## src/rtl/video_pkg.sv

```systemverilog
// rtl/video_pkg.sv - shared pattern encodings, colour-bar table and FSM states
package video_pkg;

    typedef enum logic [1:0] {
        PAT_BARS  = 2'd0,
        PAT_GRAD  = 2'd1,
        PAT_CHECK = 2'd2,
        PAT_COUNT = 2'd3
    } pattern_t;

    typedef enum logic [1:0] {
        IDLE   = 2'd0,
        ACTIVE = 2'd1,
        GAP    = 2'd2
    } state_t;

    function automatic logic [23:0] bar_color(input logic [2:0] idx);
        case (idx)
            3'd0:    bar_color = 24'hFFFFFF;
            3'd1:    bar_color = 24'hFFFF00;
            3'd2:    bar_color = 24'h00FFFF;
            3'd3:    bar_color = 24'h00FF00;
            3'd4:    bar_color = 24'hFF00FF;
            3'd5:    bar_color = 24'hFF0000;
            3'd6:    bar_color = 24'h0000FF;
            default: bar_color = 24'h000000;
        endcase
    endfunction

endpackage

```

## src/rtl/video_pattern_gen.sv

```systemverilog
// rtl/video_pattern_gen.sv - combinational pixel generator for the test patterns
module video_pattern_gen
    import video_pkg::*;
#(
    parameter int XW        = 10,
    parameter int YW        = 9,
    parameter int CHK_SHIFT = 3
) (
    input  pattern_t        mode,
    input  logic [XW-1:0]   x,
    input  logic [YW-1:0]   y,
    input  logic [2:0]      bar,
    input  logic [7:0]      frame_lsb,
    output logic [23:0]     pixel
);

    always_comb begin
        pixel = 24'h000000;
        case (mode)
            PAT_BARS:  pixel = bar_color(bar);
            PAT_GRAD:  pixel = {3{8'(x)}};
            PAT_CHECK: pixel = ((((32'(x) >> CHK_SHIFT) ^ (32'(y) >> CHK_SHIFT)) & 32'd1) != 32'd0)
                               ? 24'hFFFFFF : 24'h000000;
            PAT_COUNT: pixel = {frame_lsb, 8'(y), 8'(x)};
            default:   pixel = 24'h000000;
        endcase
    end

endmodule

```

## src/rtl/video_pattern_streamer.sv

```systemverilog
// rtl/video_pattern_streamer.sv - AXI4-Stream test-pattern frame source (option: VIDEO_STREAMER_FRAME_SUM_EN)
module video_pattern_streamer
    import video_pkg::*;
#(
    parameter int H_RES      = 640,
    parameter int V_RES      = 480,
    parameter int DATA_W     = 32,
    parameter int GAP_CYCLES = 16,
    parameter int CHK_SHIFT  = 3
) (
    input  logic                clk,
    input  logic                rst,
    input  logic                enable,
    input  logic [1:0]          mode,
    output logic [DATA_W-1:0]   m_axis_tdata,
    output logic [DATA_W/8-1:0] m_axis_tkeep,
    output logic                m_axis_tlast,
    output logic                m_axis_tuser,
    output logic                m_axis_tvalid,
    input  logic                m_axis_tready,
    output logic                frame_done,
    output logic [15:0]         frame_cnt
`ifdef VIDEO_STREAMER_FRAME_SUM_EN
    ,
    output logic [31:0]         frame_sum
`endif
);

    localparam int XW       = $clog2(H_RES);
    localparam int YW       = (V_RES > 1) ? $clog2(V_RES) : 1;
    localparam int BAR_PX   = H_RES / 8;
    localparam int BW       = (BAR_PX > 1) ? $clog2(BAR_PX) : 1;
    localparam int GW       = (GAP_CYCLES > 1) ? $clog2(GAP_CYCLES) : 1;
    localparam int GAP_LAST = (GAP_CYCLES > 0) ? GAP_CYCLES - 1 : 0;

    state_t          state;
    pattern_t        mode_r;
    logic [XW-1:0]   x, nx, gen_x;
    logic [YW-1:0]   y, ny, gen_y;
    logic [2:0]      bar, nbar, gen_bar;
    logic [BW-1:0]   bar_px, nbar_px;
    logic [GW-1:0]   gap_cnt;
    pattern_t        gen_mode;
    logic [23:0]     pixel;
    logic            xfer, line_end, frame_end;

    // x/y/bar hold the coordinates of the beat currently presented; nx/ny/nbar are the following beat
    always_comb begin
        xfer      = m_axis_tvalid && m_axis_tready;
        line_end  = (x == XW'(H_RES - 1));
        frame_end = line_end && (y == YW'(V_RES - 1));
        nx        = line_end ? '0 : x + 1'b1;
        ny        = line_end ? y + 1'b1 : y;
        nbar      = bar;
        nbar_px   = bar_px + 1'b1;
        if (line_end) begin
            nbar    = 3'd0;
            nbar_px = '0;
        end else if (bar_px == BW'(BAR_PX - 1)) begin
            nbar    = bar + 3'd1;
            nbar_px = '0;
        end
        if (state == IDLE) begin
            gen_mode = pattern_t'(mode);
            gen_x    = '0;
            gen_y    = '0;
            gen_bar  = 3'd0;
        end else begin
            gen_mode = mode_r;
            gen_x    = nx;
            gen_y    = ny;
            gen_bar  = nbar;
        end
    end

    video_pattern_gen #(
        .XW        (XW),
        .YW        (YW),
        .CHK_SHIFT (CHK_SHIFT)
    ) u_gen (
        .mode      (gen_mode),
        .x         (gen_x),
        .y         (gen_y),
        .bar       (gen_bar),
        .frame_lsb (frame_cnt[7:0]),
        .pixel     (pixel)
    );

    assign m_axis_tkeep = {(DATA_W/8){m_axis_tvalid}};

`ifdef VIDEO_STREAMER_FRAME_SUM_EN
    logic [31:0] acc;
`endif

    always_ff @(posedge clk) begin
        if (rst) begin
            state         <= IDLE;
            mode_r        <= PAT_BARS;
            x             <= '0;
            y             <= '0;
            bar           <= 3'd0;
            bar_px        <= '0;
            gap_cnt       <= '0;
            m_axis_tdata  <= '0;
            m_axis_tlast  <= 1'b0;
            m_axis_tuser  <= 1'b0;
            m_axis_tvalid <= 1'b0;
            frame_done    <= 1'b0;
            frame_cnt     <= 16'd0;
`ifdef VIDEO_STREAMER_FRAME_SUM_EN
            acc           <= 32'd0;
            frame_sum     <= 32'd0;
`endif
        end else begin
            frame_done <= 1'b0;
            case (state)
                IDLE: begin
                    if (enable) begin
                        state         <= ACTIVE;
                        mode_r        <= pattern_t'(mode);
                        x             <= '0;
                        y             <= '0;
                        bar           <= 3'd0;
                        bar_px        <= '0;
                        m_axis_tdata  <= DATA_W'(pixel);
                        m_axis_tlast  <= 1'b0;
                        m_axis_tuser  <= 1'b1;
                        m_axis_tvalid <= 1'b1;
`ifdef VIDEO_STREAMER_FRAME_SUM_EN
                        acc           <= 32'd0;
`endif
                    end
                end
                ACTIVE: begin
                    if (xfer) begin
`ifdef VIDEO_STREAMER_FRAME_SUM_EN
                        acc <= acc + 32'(m_axis_tdata[23:0]);
`endif
                        if (frame_end) begin
                            state         <= GAP;
                            gap_cnt       <= '0;
                            m_axis_tvalid <= 1'b0;
                            m_axis_tlast  <= 1'b0;
                            m_axis_tuser  <= 1'b0;
                            frame_done    <= 1'b1;
                            frame_cnt     <= frame_cnt + 16'd1;
`ifdef VIDEO_STREAMER_FRAME_SUM_EN
                            frame_sum     <= acc + 32'(m_axis_tdata[23:0]);
`endif
                        end else begin
                            x            <= nx;
                            y            <= ny;
                            bar          <= nbar;
                            bar_px       <= nbar_px;
                            m_axis_tdata <= DATA_W'(pixel);
                            m_axis_tlast <= (nx == XW'(H_RES - 1));
                            m_axis_tuser <= 1'b0;
                        end
                    end
                end
                GAP: begin
                    if (gap_cnt == GW'(GAP_LAST)) begin
                        state <= IDLE;
                    end else begin
                        gap_cnt <= gap_cnt + 1'b1;
                    end
                end
                default: state <= IDLE;
            endcase
        end
    end

endmodule

```

## config.mk

```make
export PLATFORM = sky130hd
export DESIGN_NAME = video_pattern_streamer
export DESIGN_NICKNAME = d
export VERILOG_FILES = /design/src/rtl/video_pkg.sv /design/src/rtl/video_pattern_gen.sv /design/src/rtl/video_pattern_streamer.sv
export SDC_FILE = /design/constraint.sdc
export NUM_CORES = 1
export LEC_CHECK = 0
export BUFFER_PORTS_ARGS = -buffer_cell sky130_fd_sc_hd__buf_4
export CORE_ASPECT_RATIO = 2
export CORE_MARGIN = 1
export CORE_UTILIZATION = 50
export CTS_BUF_LIST = sky130_fd_sc_hd__clkbuf_8 sky130_fd_sc_hd__clkbuf_16
export CTS_CLUSTER_DIAMETER = 200
export DETAILED_ROUTE_END_ITERATION = 10
export GPL_ROUTABILITY_DRIVEN = 0
export GPL_TIMING_DRIVEN = 0
export PLACE_DENSITY = 0.68
export SKIP_LAST_GASP = 1
export SLEW_MARGIN = 20
export SYNTH_ARGS = -nofsm -noshare
export SYNTH_HDL_FRONTEND = slang
export SYNTH_SLANG_ARGS = --single-unit
```

## constraint.sdc

```tcl
create_clock -name clk -period 5 [get_ports clk]
set_clock_uncertainty 0.05 [all_clocks]
set_input_delay 0.25 -clock clk [delete_from_list [all_inputs] [get_ports clk]]
set_output_delay 0.25 -clock clk [all_outputs]
set_load 0.02 [all_outputs]
```

==> impl_metrics.py <==
metrics = {
    "clock_tree": {
        "clock-root-buffer": "clkbuf_16",
        "cts_buffers": 9,
        "cts_resized": 0,
        "clk_path_buf_depth": 2,
        "cts_tree": "built",
        "cts_sinks": 81,
        "clkTransAtPathRegs_ns": 0.06,
        "cts_hold_buf": 0,
        "htreeDepth": 3,
        "post_cts_buffers": 0,
        "clock_latency_ns": 0.35,
    },
    "die": {
        "die_h_um": 134,
        "num_rows": 47,
        "die_w_um": 67.8,
        "core_area_sq_um": 8350,
        "num_io_pins": 62,
        "die_area_sq_um": 9050,
        "initial_core_util_pct": 51.8,
    },
    "worst_hold_path": {
        "holdPathStages": 3,
        "min_to": "mode_r[0]",
        "min_from": "mode[0]",
        "hold_class": "in2reg",
    },
    "sta": {
        "hold_viol": 0,
        "setup_viol": 0,
        "worst_slew_pin_slew_ns": 0.953,
        "fmax_ghz": 0.322,
        "tns_ns": 0,
        "worst_slack_ns": 1.90,
        "slew_headroom_pct": 36.4,
        "fin_crit_ns": 3.10,
        "slew_viol_final": 0,
        "grt_setup_unrepaired": "no",
        "period_share_pct": 62.0,
    },
    "critical_path": {
        "crit_arrival_ns": 3.26,
        "cp_cell_sequence": "ha_1 > nand4_1 > nor3_4 > clkbuf_1 > nor2_1 > nor3_1 > nor3_1",
        "crit_slowest_cell": "nor3_4",
        "rrSetupSlack_ns": 1.90,
        "critPathKind": "reg2reg",
        "start_kind": "register",
        "end_kind": "register",
        "r2r_cells": 7,
        "required_ns": 5.16,
        "cpPeakStageDelay_ns": 0.58,
        "crit_fanout": 10,
        "rr_endpoint": "y[8]",
        "path_common_cell": "nor3_1",
        "timing.rr.start": "x[0]",
    },
    "synth": {
        "synthArstFlopShare_pct": 0,
        "synth.most_common_cell": "dfxtp_1",
        "ys_types": 61,
        "synth_top_cell_area_share_pct": 37.5,
        "synthTopCellsByCount": "dfxtp_1 (81), nand2_1 (52), nor2_1 (47)",
        "ys_seq_area_share_pct": 37.5,
        "netlist_instances": 526,
        "synthFlopType": "dfxtp_1",
        "yosys_warnings": 0,
        "ys_top_cells_by_area": "dfxtp_1 (37%), a21oi_1 (5.0%), nand2_1 (4.5%)",
        "syn-mean-instance-area_sq_um": 8.23,
        "yosysTopAreaCell": "dfxtp_1",
        "synth_edf_count": 0,
        "synth-seq-cells": 81,
        "synth_area_sq_um": 4330,
    },
    "route": {
        "viasPerCell": 6.24,
        "vias": 4363,
        "drc": 0,
        "ant_nets": 0,
        "wl_um": 13300,
        "drtPass1Iterations": 6,
        "wl_per_cell_um": 19.1,
        "first_iter_violations": 423,
    },
    "power_and_ir_drop": {
        "p_per_area_nw_per_um2": 296,
        "peakVddDrop_mv": 0.237,
        "p_leak_uw": 0.00186,
    },
    "place": {
        "portBuffers": 52,
        "dp_hpwl_um": 9950,
        "post-place-ws_ns": 2.01,
    },
    "global_routing": {
        "grt_max_degree": 16,
        "grt_antenna_before_repair": 0,
        "gr-total-overflow": 0,
        "grt_pass1_vias": 4091,
        "grt_use_total_pct": 31.5,
        "grt_pass1_wl_um": 20900,
    },
    "cells_and_area": {
        "fill_cells": 782,
        "diodes": 0,
        "post_route_cells_drive_above_1_share_pct": 17.1,
        "fin_nets": 609,
        "postLayoutCoreUtil_pct": 62.0,
        "syn2layout_area_growth_pct": 19.6,
    },
    "outcome": {
        "status": "complete, no violations",
    },
    "job": {
        "drv_cap": 0,
    },
}
cell usage in the layout (no fill, tap or decap), types with 4 or more instances in the layout:
cell type	instances
nor3_1	14
a22oi_1	9
nor4_1	8
clkbuf_16	9
or3_1	9
buf_6	5
ha_1	7
a311oi_1	22
a21oi_1	43
dfxtp_1	81
mux2i_1	4
or4_1	11
o21ai_0	26
nand2b_1	4
conb_1	8
nand2_1	52
o21bai_1	10
buf_4	66
clkbuf_1	21
a41oi_1	11
xor2_1	7
nand3_1	26
nor2_1	47
inv_1	12
nand4_1	12
xnor2_1	9
o31ai_1	12
worst max-delay path by stage:
stage / start / endpoint / slack (ns) / cells past startpoint
2_1_floorplan: x[0] / m_axis_tdata[16] / 2.59 / 7
3_3_place_gp: x[0] / y[1] / 2.02 / 7
3_5_place_dp: x[0] / y[8] / 2.01 / 7
4_1_cts: x[0] / y[8] / 1.96 / 7
5_1_grt: x[0] / y[0] / 1.72 / 7
6_report: x[0] / y[8] / 1.90 / 7
registers in the layout, summed over array words and instances, names as in the netlist:
name           cells
m_axis_tuser       1
state              2
m_axis_tdata      24
x                 10
frame_done         1
frame_cnt         16
m_axis_tvalid      1
y                  9
mode_r             2
gap_cnt            4
bar_px             7
m_axis_tlast       1
bar                3
where the power goes:
part           total (uW)  internal (uW)  switching, uW
clock network         679            391            288
logic                 170           62.2            108
registers             681            667           14.3
layer usage:
layer,global-route usage [%],wire length (um),up-vias
met5,0,0,-
met1,33.7,4870,2031
met3,7.11,667,55
li1,-,-,2091
met4,20.5,797,0
met2,52.9,6990,186
per-stage QoR:
| step | total power (uW) | hold slack [ns] | instances | instance area [sq um] |
|---|---|---|---|---|
| floorplan | 798 | 0.348 | 533 | 4350 |
| global placement | 862 | 0.402 | 683 | 4870 |
| detailed placement | 865 | 0.405 | 683 | 4870 |
| CTS | 1540 | 0.132 | 699 | 5180 |
| global route | 1580 | 0.137 | 699 | 5180 |
| finish | 1530 | 0.135 | 699 | 5180 |
cell families after synthesis:
group,count (synthesis),synth area share [%]
and+or+nand+nor,208,25.2
buffers and inverters,55,6.94
xor gates and xnor gates,16,3.24
DFF,81,37.5
muxes,6,1.50
adders and majority gates,7,2.02
AOI/OAI and AO/OA,152,23.5
other,1,0.0867
layout make-up:
class	count	area, sq um	area share, %
Buffer	43	255	4.93
Clock buffer	9	225	4.35
Clock inverter	7	77.6	1.50
Inverter	12	45.0	0.870
Multi-Input combinational cell	397	2440	47.1
Sequential cell	81	1620	31.3
Tap cell	98	123	2.37
Timing Repair Buffer	52	390	7.54
worst max-delay path: cells and delay by family, from the launching register on:
family	cells	cell delay [ns]
DFF	1	0.41
buffers and inverters	1	0.53
and+or+nand+nor	5	1.67
adders and majority gates	1	0.29
Note: power is estimated with default switching activity, not from simulation.
